## config.mk

```make
export PLATFORM = sky130hd
export DESIGN_NAME = chip_digital_eval_ctrl
export DESIGN_NICKNAME = d
export VERILOG_FILES = /design/src/rtl/chip_digital_eval_ctrl.sv
export SDC_FILE = /design/constraint.sdc
export NUM_CORES = 1
export LEC_CHECK = 0
export CAP_MARGIN = 20
export CORE_UTILIZATION = 35
export DETAILED_ROUTE_END_ITERATION = 10
export GPL_TIMING_DRIVEN = 0
export PLACE_DENSITY_LB_ADDON = 0.25
export SLEW_MARGIN = 20
export SYNTH_ARGS = -nofsm -noshare
export SYNTH_HDL_FRONTEND = slang
export SYNTH_SLANG_ARGS = --single-unit
```

## constraint.sdc

```tcl
create_clock -name clk -period 4 [get_ports clk]
set_input_delay 0.4 -clock clk [delete_from_list [all_inputs] [get_ports clk]]
set_output_delay 0.4 -clock clk [all_outputs]
set_load 0.02 [all_outputs]
```

## src/rtl/chip_digital_eval_ctrl.sv

```systemverilog
`default_nettype none
// ============================================================================
// Module      : chip_digital_eval_ctrl
// Description : Board-side sequencer for the chip digital section (deconv
//               kernel estimator). On kernel_start it holds the chip in
//               reset, serially loads the transfer-function coefficients,
//               runs the frequency evaluation, then dumps the ADC, phase and
//               TF-coeff SRAMs in debug mode. The chip's single serial
//               stream is demultiplexed into registered per-stream pairs.
// Ports       : clk, sys_rst (async, active high)
//               kernel_start, bypass_adc_eval, freq_eval_done  - control in
//               serial_out, serial_out_valid                   - chip stream
//               rst_n, load_en, debug_en, serial_in, sram_select,
//               adc_start, adc_bypass_en                       - chip control
//               chip_eval_done                                 - sequence done
//               chip_*_serial_data / _valid                    - routed pairs
// Revision    : 1.0 - initial release
// ============================================================================
module chip_digital_eval_ctrl #(
  parameter int DATA_WIDTH  = 16,
  parameter int NUM_COEFF   = 5,
  parameter logic [NUM_COEFF*DATA_WIDTH-1:0] COEFF_INIT = 80'h2000_0000_2000_0000_0000,
  parameter int RST_CYCLES  = 4,
  parameter int ADC_PERIOD  = 16,
  parameter int DUMP_CYCLES = 32768
) (
  input  logic       clk,
  input  logic       sys_rst,
  input  logic       kernel_start,
  input  logic       bypass_adc_eval,
  input  logic       freq_eval_done,
  input  logic       serial_out,
  input  logic       serial_out_valid,
  output logic       rst_n,
  output logic       load_en,
  output logic       debug_en,
  output logic       serial_in,
  output logic [1:0] sram_select,
  output logic       adc_start,
  output logic       adc_bypass_en,
  output logic       chip_eval_done,
  output logic       chip_adc_serial_data,
  output logic       chip_adc_serial_data_valid,
  output logic       chip_mag_serial_data,
  output logic       chip_mag_serial_data_valid,
  output logic       chip_phase_serial_data,
  output logic       chip_phase_serial_data_valid,
  output logic       chip_phase_sram_serial_data,
  output logic       chip_phase_sram_serial_data_valid,
  output logic       chip_tf_coeff_sram_serial_data,
  output logic       chip_tf_coeff_sram_serial_data_valid
);

  localparam int          LOAD_LEN  = NUM_COEFF * DATA_WIDTH;
  localparam logic [31:0] RST_LAST  = 32'(RST_CYCLES - 1);
  localparam logic [31:0] LOAD_LAST = 32'(LOAD_LEN - 1);
  localparam logic [31:0] DUMP_LAST = 32'(DUMP_CYCLES - 1);
  localparam logic [31:0] ADC_LAST  = 32'(ADC_PERIOD - 1);
  localparam logic [31:0] BIT_LAST  = 32'(DATA_WIDTH - 1);

  localparam logic [2:0] ST_IDLE     = 3'd0;
  localparam logic [2:0] ST_CRST     = 3'd1;
  localparam logic [2:0] ST_LOAD     = 3'd2;
  localparam logic [2:0] ST_RUN      = 3'd3;
  localparam logic [2:0] ST_DUMP_ADC = 3'd4;
  localparam logic [2:0] ST_DUMP_PH  = 3'd5;
  localparam logic [2:0] ST_DUMP_TF  = 3'd6;
  localparam logic [2:0] ST_DONE     = 3'd7;

  logic [2:0]          state_q, state_d;
  logic [31:0]         cnt_q, cnt_d;          // phase cycle counter
  logic [31:0]         adc_cnt_q, adc_cnt_d;  // adc_start period counter
  logic [31:0]         bit_cnt_q, bit_cnt_d;  // valid bits within current word
  logic                word_odd_q, word_odd_d;
  logic                bypass_q, bypass_d;
  logic [LOAD_LEN-1:0] sr_q, sr_d;            // coefficient shift register
  logic [4:0]          vld_q, vld_d;          // {adc, mag, phase, phase_sram, tf}
  logic [4:0]          dat_q, dat_d;
  logic [4:0]          route_sel;

  always_comb begin
    state_d    = state_q;
    cnt_d      = cnt_q + 32'd1;
    adc_cnt_d  = 32'd0;
    bit_cnt_d  = 32'd0;
    word_odd_d = 1'b0;
    bypass_d   = bypass_q;
    sr_d       = sr_q;
    case (state_q)
      ST_IDLE, ST_DONE: begin
        cnt_d = 32'd0;
        if (kernel_start) begin
          state_d  = ST_CRST;
          bypass_d = bypass_adc_eval;
        end
      end
      ST_CRST: begin
        // Preload so the first LOAD cycle already presents the MSB.
        sr_d = COEFF_INIT;
        if (cnt_q == RST_LAST) begin
          state_d = ST_LOAD;
          cnt_d   = 32'd0;
        end
      end
      ST_LOAD: begin
        sr_d = sr_q << 1;
        if (cnt_q == LOAD_LAST) begin
          state_d = ST_RUN;
          cnt_d   = 32'd0;
        end
      end
      ST_RUN: begin
        cnt_d      = 32'd0;
        adc_cnt_d  = (adc_cnt_q == ADC_LAST) ? 32'd0 : adc_cnt_q + 32'd1;
        bit_cnt_d  = bit_cnt_q;
        word_odd_d = word_odd_q;
        if (serial_out_valid) begin
          if (bit_cnt_q == BIT_LAST) begin
            bit_cnt_d  = 32'd0;
            word_odd_d = ~word_odd_q;
          end else begin
            bit_cnt_d = bit_cnt_q + 32'd1;
          end
        end
        if (freq_eval_done) begin
          state_d = bypass_q ? ST_DUMP_PH : ST_DUMP_ADC;
        end
      end
      ST_DUMP_ADC: begin
        if (cnt_q == DUMP_LAST) begin
          state_d = ST_DUMP_PH;
          cnt_d   = 32'd0;
        end
      end
      ST_DUMP_PH: begin
        if (cnt_q == DUMP_LAST) begin
          state_d = ST_DUMP_TF;
          cnt_d   = 32'd0;
        end
      end
      ST_DUMP_TF: begin
        if (cnt_q == DUMP_LAST) begin
          state_d = ST_DONE;
          cnt_d   = 32'd0;
        end
      end
      default: begin
        state_d = ST_IDLE;
        cnt_d   = 32'd0;
      end
    endcase
  end

  // Stream selection from the current state; words alternate mag/phase in RUN.
  always_comb begin
    route_sel    = 5'b00000;
    route_sel[4] = (state_q == ST_DUMP_ADC);
    route_sel[3] = (state_q == ST_RUN) && !word_odd_q;
    route_sel[2] = (state_q == ST_RUN) &&  word_odd_q;
    route_sel[1] = (state_q == ST_DUMP_PH);
    route_sel[0] = (state_q == ST_DUMP_TF);
    vld_d        = route_sel & {5{serial_out_valid}};
    dat_d        = vld_d & {5{serial_out}};
  end

  always_ff @(posedge clk or posedge sys_rst) begin
    if (sys_rst) begin
      state_q    <= ST_IDLE;
      cnt_q      <= 32'd0;
      adc_cnt_q  <= 32'd0;
      bit_cnt_q  <= 32'd0;
      word_odd_q <= 1'b0;
      bypass_q   <= 1'b0;
      sr_q       <= '0;
      vld_q      <= 5'b00000;
      dat_q      <= 5'b00000;
    end else begin
      state_q    <= state_d;
      cnt_q      <= cnt_d;
      adc_cnt_q  <= adc_cnt_d;
      bit_cnt_q  <= bit_cnt_d;
      word_odd_q <= word_odd_d;
      bypass_q   <= bypass_d;
      sr_q       <= sr_d;
      vld_q      <= vld_d;
      dat_q      <= dat_d;
    end
  end

  // Control outputs decode straight from the state so an async reset
  // drops them (and rst_n) without waiting for a clock.
  always_comb begin
    sram_select = 2'b00;
    case (state_q)
      ST_LOAD:    sram_select = 2'b11;
      ST_RUN:     sram_select = 2'b01;
      ST_DUMP_PH: sram_select = 2'b10;
      ST_DUMP_TF: sram_select = 2'b11;
      default:    sram_select = 2'b00;
    endcase
  end

  assign rst_n          = (state_q != ST_IDLE) && (state_q != ST_CRST);
  assign load_en        = (state_q == ST_LOAD);
  assign debug_en       = (state_q == ST_DUMP_ADC) || (state_q == ST_DUMP_PH) ||
                          (state_q == ST_DUMP_TF);
  assign serial_in      = (state_q == ST_LOAD) && sr_q[LOAD_LEN-1];
  assign adc_start      = (state_q == ST_RUN) && (adc_cnt_q == 32'd0) && !freq_eval_done;
  assign adc_bypass_en  = bypass_q;
  assign chip_eval_done = (state_q == ST_DONE);

  assign chip_adc_serial_data                 = dat_q[4];
  assign chip_adc_serial_data_valid           = vld_q[4];
  assign chip_mag_serial_data                 = dat_q[3];
  assign chip_mag_serial_data_valid           = vld_q[3];
  assign chip_phase_serial_data               = dat_q[2];
  assign chip_phase_serial_data_valid         = vld_q[2];
  assign chip_phase_sram_serial_data          = dat_q[1];
  assign chip_phase_sram_serial_data_valid    = vld_q[1];
  assign chip_tf_coeff_sram_serial_data       = dat_q[0];
  assign chip_tf_coeff_sram_serial_data_valid = vld_q[0];

endmodule
`default_nettype wire

```

==> summary.md, run 1 <==
| Metric | Value |
|---|---|
| Count leader, synth | dfrtp_1 |
| Placement Setup Slack | 1.114 ns |
| Final Setup Violations | 0 |
| Mapped Cells | 685 |
| Initial drt markers | 301 |
| Xor and xnor area share after synthesis | 10.36% |
| CP startpoint | state_q[1]$_DFFE_PP0P_ |
| Headroom to the max-slew limit | about two fifths |
| Run status | finished clean |
| P&R area growth vs syn | 18.38% |
| Leakage power | roughly 3.3 nW |
| Post-Synth Simple-Gate Area | between 20% and 30% |
| Top-level I/O count | 26 |
| Final-layout fill cell count | ~1.9k |
| Area contributors post-synth | dfrtp_1 53%, nor2_1 5.7%, xor2_1 5.3%, xnor2_1 5.1%, a22o_1 4.2% |
| Area leader, netlist | dfrtp_1 |
| Grt peak-use layer | met2 |
| Period utilization | 82.42% |
| GR Layer Usage met3 | 3.722% |
| Area share of the largest cell type after synthesis | 52.72% |
| R2R Path Start | bit_cnt_q[15]$_DFFE_PP0P_ |
| Worst slew pin tran | 0.8906 ns |
| Mapped Nets | just under 700 |
| Cell Count Post-Placement | 980 |
| First-pass GRT wire length | 25.61 mm |
| Post-cts gate resize count | 0 |
| EDFF count, synth | 0 |
| Vias in the first global route | 5,276 |
| Post-DP Area | 7631 um2 |
| Worst setup margin | 0.7032 ns |
| Achievable Freq | 303.3 MHz |
| PD cells | about 370 nW/um2 |
| NumNets Final | 745 |
| Post-route insts no fill | ~1.0k |
| Clock slew at reported path FFs | 0.06 ns |
| # hold bufs at CTS | 0 |
| Worst hold slack | 0.3729 ns |
| # Max-Cap Violations | 0 |
| Routed vias | 5,283 |
| Antenna cells | 0 |
| DRT antenna net count | 0 |
| RSZ-0062 raised after global routing | no |
| Initial Util | 35.61% |
| Setup Crit Path Kind | reg -> out |
| Clk_lat worst skew | 0.43 ns |
| Total negative slack | 0 ns |
| CTS tree | built |
| Unique masters post-synth | 50 |
| Utilization after layout | 42.15% |
| Initial antenna violation count | 0 |
| Standard-cell rows | 51 |
| Final Routed Wirelength | 14.84 mm |
| Core footprint | 19,460 um2 |
| Clock buffer count from CTS | 17 |
| Most used flip-flop cell after synthesis | dfrtp_1 |
| Synthesis-stage register bit count | approximately 150 |
| Layout Skew | 0.01061 ns |
| DR pass1 iterations | 5 |
| GR met2 Demand/Resource | between 20% and 30% |
| DP HPWL | between 10 and 15 mm |
| Via/cell ratio | 5.220 |
| CP Max Fanout | 10 |
| CTS H-tree depth | 4 |
| Post-synth top cells | 146 x dfrtp_1, 105 x nor2_1, 42 x xor2_1 |
| Longest Clk Path Bufs | 2 |
| Tightest Hold Check Type | in -> async |
| Avg WL per Cell | between 10 and 15 um |
| Die area | 20,370 um2 |
| Die Y | roughly 140 um |
| Mux cell area share after synthesis | less than 1% |
| GPL Wtd Cong | 0.8394 |
| Adder-cell share of the synthesized area | less than 1% |
| Yosys warns | 0 |
| Final instance area | roughly 8200 um2 |
| Gr usage total | 15.83% |
| CP endpoint kind | output pin |
| Final Hold Viols | 0 |
| Final Critical Period | 3.297 ns |
| Overall power | 3.070 mW |
| Layout cell share with drive strength beyond 1 | approximately 8% |
| Setup Fix Bufs, Post-CTS | 0 |
| Synthesized area per cell | 10.12 um2 |
| Port-buffer cells | 25 |
| Synth async-reset ratio | 100.0% |
| Die width | 142.7 um |
| VDD IR max | 0.2362 mV |
| Clk root buf | clkbuf_16 |
| GR Layer Usage met1 | 21.38% |
| # DRC | 0 |
| Post-synthesis compound-gate area fraction | between 8 and 9% |
| Grt ovf | 0 |
| Crit path DAT | 2.90 ns |
| Largest family of logic cells by synthesized area | simple AND/OR/NAND/NOR gates |
| Mapped cell area | just under 7000 um2 |
| Clock sinks | 146 |
| Sequential area share after synthesis | 52.72% |
| Largest net degree at the start of global routing | 37 |
| Critical Path Source Type | register |
| CP required | 3.60 ns |
| Max-slew violations | 0 |
-- state kept, by name (all words and copies together), names as in the netlist --
name / count
sr_q: 35
adc_cnt_q: 32
bit_cnt_q: 32
cnt_q: 32
dat_q: 5
vld_q: 5
state_q: 3
adc_bypass_en: 1
word_odd_q: 1
-- metal layers --
| metal | part of all wire [%] | wire length, um |
|---|---|---|
| met2 | 47 | 6952 |
| met4 | 1.0 | 148 |
| met5 | 0 | 0 |
| met1 | 49 | 7258 |
| met3 | 3.2 | 482 |
-- final timing paths --
check	end	slack, ns	cells after the start
hold / removal	cnt_q[24]$_DFF_PP0_	0.37	2
setup / recovery	serial_in	0.70	6
min in group clk	bit_cnt_q[31]$_DFFE_PP0P_	0.48	1
max in group asynchronous	sr_q[45]$_DFFE_PP0N_	2.92	4
setup reg to reg	bit_cnt_q[20]$_DFFE_PP0P_	1.59	6
hold reg to reg	bit_cnt_q[31]$_DFFE_PP0P_	0.48	1
-- worst max-delay path, stage by stage (launching register included) --
cell and delay (ns):
dfrtp_1 0.37, buf_2 0.21, nand2b_1 0.17, nor2_1 0.54, clkbuf_1 0.38, and2_1 0.20, clkdlybuf4s50_1 0.60
-- cells in the final DEF (no fill, tap or decap), drive strengths merged, types with 4 or more instances in the layout --
master,instances
dfrtp,146
a22o,33
o21ai,13
nor2,105
and4,8
nand3,35
o31ai,4
and2,8
nand4,40
clkinvlp,4
clkbuf,38
clkdlybuf4s50,25
xnor2,40
buf,16
ha,4
nor4,37
and3,7
inv,21
xor2,42
nor3,25
nand2,34
clkinv,5
a21oi,12
or3,11
-- cells by family after synthesis --
family,after synthesis
AOI/OAI and AO/OA,77
muxes,1
xor gates and xnor gates,82
DFF,146
adders and majority gates,4
and+or+nand+nor,327
buffers and inverters,48
-- where the power goes --
part / total [mW] / switching (mW) / internal (mW)
combinational: 0.0524 / 0.0347 / 0.0177
sequential: 1.48 / 0 / 1.48
clock: 1.54 / 0.633 / 0.907
total: 3.07 / 0.668 / 2.40
-- final cells by class --
type,instances,area (um2),share of cell area (%)
multi-input combinational,491,3062,37.32
buffer,28,140.1,1.708
clock buffer,21,470.5,5.734
clock inverter,11,102.6,1.251
inverter,20,78.83,0.9608
sequential,146,3654,44.53
tap,265,331.6,4.041
timing repair buffer,30,365.4,4.453
Power figures use the tool's default switching activity.
==> run 2: changes to the inputs <==
- clock period: 4 -> 2.75 ns (I/O delays scaled with it)
==> run 2 against run 1 <==
Clock power up 45%. Die area unchanged. Count of clock-buffer cells in the layout unchanged. Sequential power up 45%. Flip-flop and latch count unchanged. Wire length up 0.18%. Final cell count up 0.40%. Non-clock buffer count up 4. Critical path type unchanged.
==> summary.md, run 2 (same netlist as run 1, synthesis figures left out) <==
| Metric | Value |
|---|---|
| Run status | finished clean |
| Final Setup Violations | 0 |
| Post-DP Area | 7631 um2 |
| Critical Path Source Type | register |
| Placement Setup Slack | -0.01058 ns |
| Leakage power | around 3.4 nW |
| DRT antenna net count | 0 |
| Clock buffer count from CTS | 17 |
| Initial drt markers | around 270 |
| Reg2reg end | bit_cnt_q[20]$_DFFE_PP0P_ |
| # Max-Cap Violations | 0 |
| Max-slew violations | 0 |
| Worst slew pin tran | 0.8834 ns |
| Part of the power in registers | between 40% and 50% |
| Largest net degree at the start of global routing | 37 |
| Crit path DAT | 2.25 ns |
| Clk_lat worst skew | 0.43 ns |
| R2R setup slack | approximately 0.31 ns |
| Worst setup margin | 0.2250 ns |
| Clk pwr share | roughly 50% |
| Avg WL per Cell | 14.63 um |
| Clock slew at reported path FFs | 0.06 ns |
| Die width | 142.7 um |
| DP HPWL | 10.31 mm |
| Layout cell share with drive strength beyond 1 | 9.055% |
| Clk root buf | clkbuf_16 |
| Port-buffer cells | 25 |
| P&R area growth vs syn | 18.97% |
| Comb pwr share | 1.7% |
| CP endpoint kind | output pin |
| Top-level I/O count | 26 |
| DR pass1 iterations | 5 |
| R2R Path Start | bit_cnt_q[15]$_DFFE_PP0P_ |
| Depth of the most critical reg-to-reg path | 6 |
| Via/cell ratio | 5.166 |
| Worst hold slack | 0.2460 ns |
| Standard-cell rows | 51 |
| P_int | 3.493 mW |
| VDD IR max | between 0.3 and 0.4 mV |
| PD cells | between 500 and 600 nW/um2 |
| Clock sinks | 146 |
| CP Max Fanout | 10 |
| Achievable Freq | slightly below 400 MHz |
| Initial antenna violation count | 0 |
| Top reg by flops | sr_q |
| Tightest Hold Check Type | in -> async |
| Core footprint | 19,460 um2 |
| CP required | 2.48 ns |
| Final Routed Wirelength | 14.87 mm |
| Routed vias | between 5k and 6k |
| Die Y | 142.7 um |
| Most frequent cells in the layout | 146 x dfrtp_1, 104 x nor2_1, 42 x xor2_1 |
| Most common cell after layout, fill and taps aside | dfrtp_1 |
| Largest register FFs | 35 |
| Grt ovf | 0 |
| Layout Skew | 0.01096 ns |
| Final instance area | 8245 um2 |
| CTS tree | built |
| Sw power | 969.2 uW |
| RSZ-0062 raised after global routing | no |
| Die area | 20,370 um2 |
| Antenna cells | 0 |
| Final Hold Viols | 0 |
| Gr usage total | 15.84% |
| Period utilization | between 90% and 100% |
| CTS H-tree depth | 4 |
| Vias in the first global route | 5,273 |
| First-pass GRT wire length | 25.63 mm |
| Initial Util | 35.61% |
| # DRC | 0 |
| # hold bufs at CTS | 0 |
| GPL Wtd Cong | 0.8394 |
| Net Sw Frac | a little over a fifth |
| Setup Crit Path Kind | reg -> out |
| Longest Clk Path Bufs | 2 |
| NumNets Final | 749 |
| Headroom to the max-slew limit | around 41% |
| Final Critical Period | around 2.5 ns |
## run 2: routing by layer
metal  vias to the layer above  share of wire (%)  global-route usage (%)
met3                        11                3.3                   3.722
li1                       2552                  -                       -
met1                      2605                 49                   21.41
met2                        81                 47                   25.10
met5                         -                  0                       0
met4                         0               0.96                   4.867
## run 2: power groups by stage
stage / Sequential [mW] / Combinational (mW) / Clock [mW]
after floorplan: 2.19 / 0.0347 / 0
after global placement: 2.19 / 0.0587 / 0
after detailed placement: 2.19 / 0.0808 / 0
after CTS: 2.15 / 0.0808 / 2.29
after global routing: 2.15 / 0.0878 / 2.39
final: 2.15 / 0.0762 / 2.24
## run 2: worst max path at each step
stage | from | to | cells past startpoint
after detailed placement | state_q[1]$_DFFE_PP0P_ | serial_in | 6
after floorplan | sys_rst | adc_bypass_en$_DFFE_PP0P_ | 1
after global placement | sys_rst | sr_q[54]$_DFFE_PP0N_ | 2
after CTS | state_q[1]$_DFFE_PP0P_ | serial_in | 5
final | state_q[2]$_DFFE_PP0P_ | adc_start | 5
after global routing | state_q[2]$_DFFE_PP0P_ | adc_start | 5
## run 2: area by class of cell
cell class | count | area (um2)
Buffer | 27 | 137.6
Clock buffer | 21 | 470.5
Clock inverter | 11 | 102.6
Fill cell | 1858 | 11220
Inverter | 20 | 78.83
Multi-Input combinational cell | 491 | 3069
Sequential cell | 146 | 3654
Tap cell | 265 | 331.6
Timing Repair Buffer | 35 | 401.6
## run 2: metrics by stage
stage               std cells  util, %  setup TNS (ns)  total power [mW]
floorplan                 685        -               0             2.223
global placement          975    38.62          -88.86             2.247
detailed placement        980    39.21        -0.01058             2.268
CTS                      1011    42.17               0             4.519
global route             1016    42.37               0             4.629
finish                   1016    42.37               0             4.463
## run 2: critical path, cell delays in order, from the launching register on
cell           delay [ns]
dfrtp_1              0.43
clkbuf_2             0.22
inv_1                0.18
nand3_1              0.25
nor4_1               0.36
dlygate4sd2_1        0.39
## run 2: timing repair
| action | in CTS | in global routing |
|---|---|---|
| gates resized for setup | 3 | 2 |
| setup buffers | 0 | 5 |
| setup endpoints to repair | 3 | 3 |
| pin swaps | 0 | 1 |
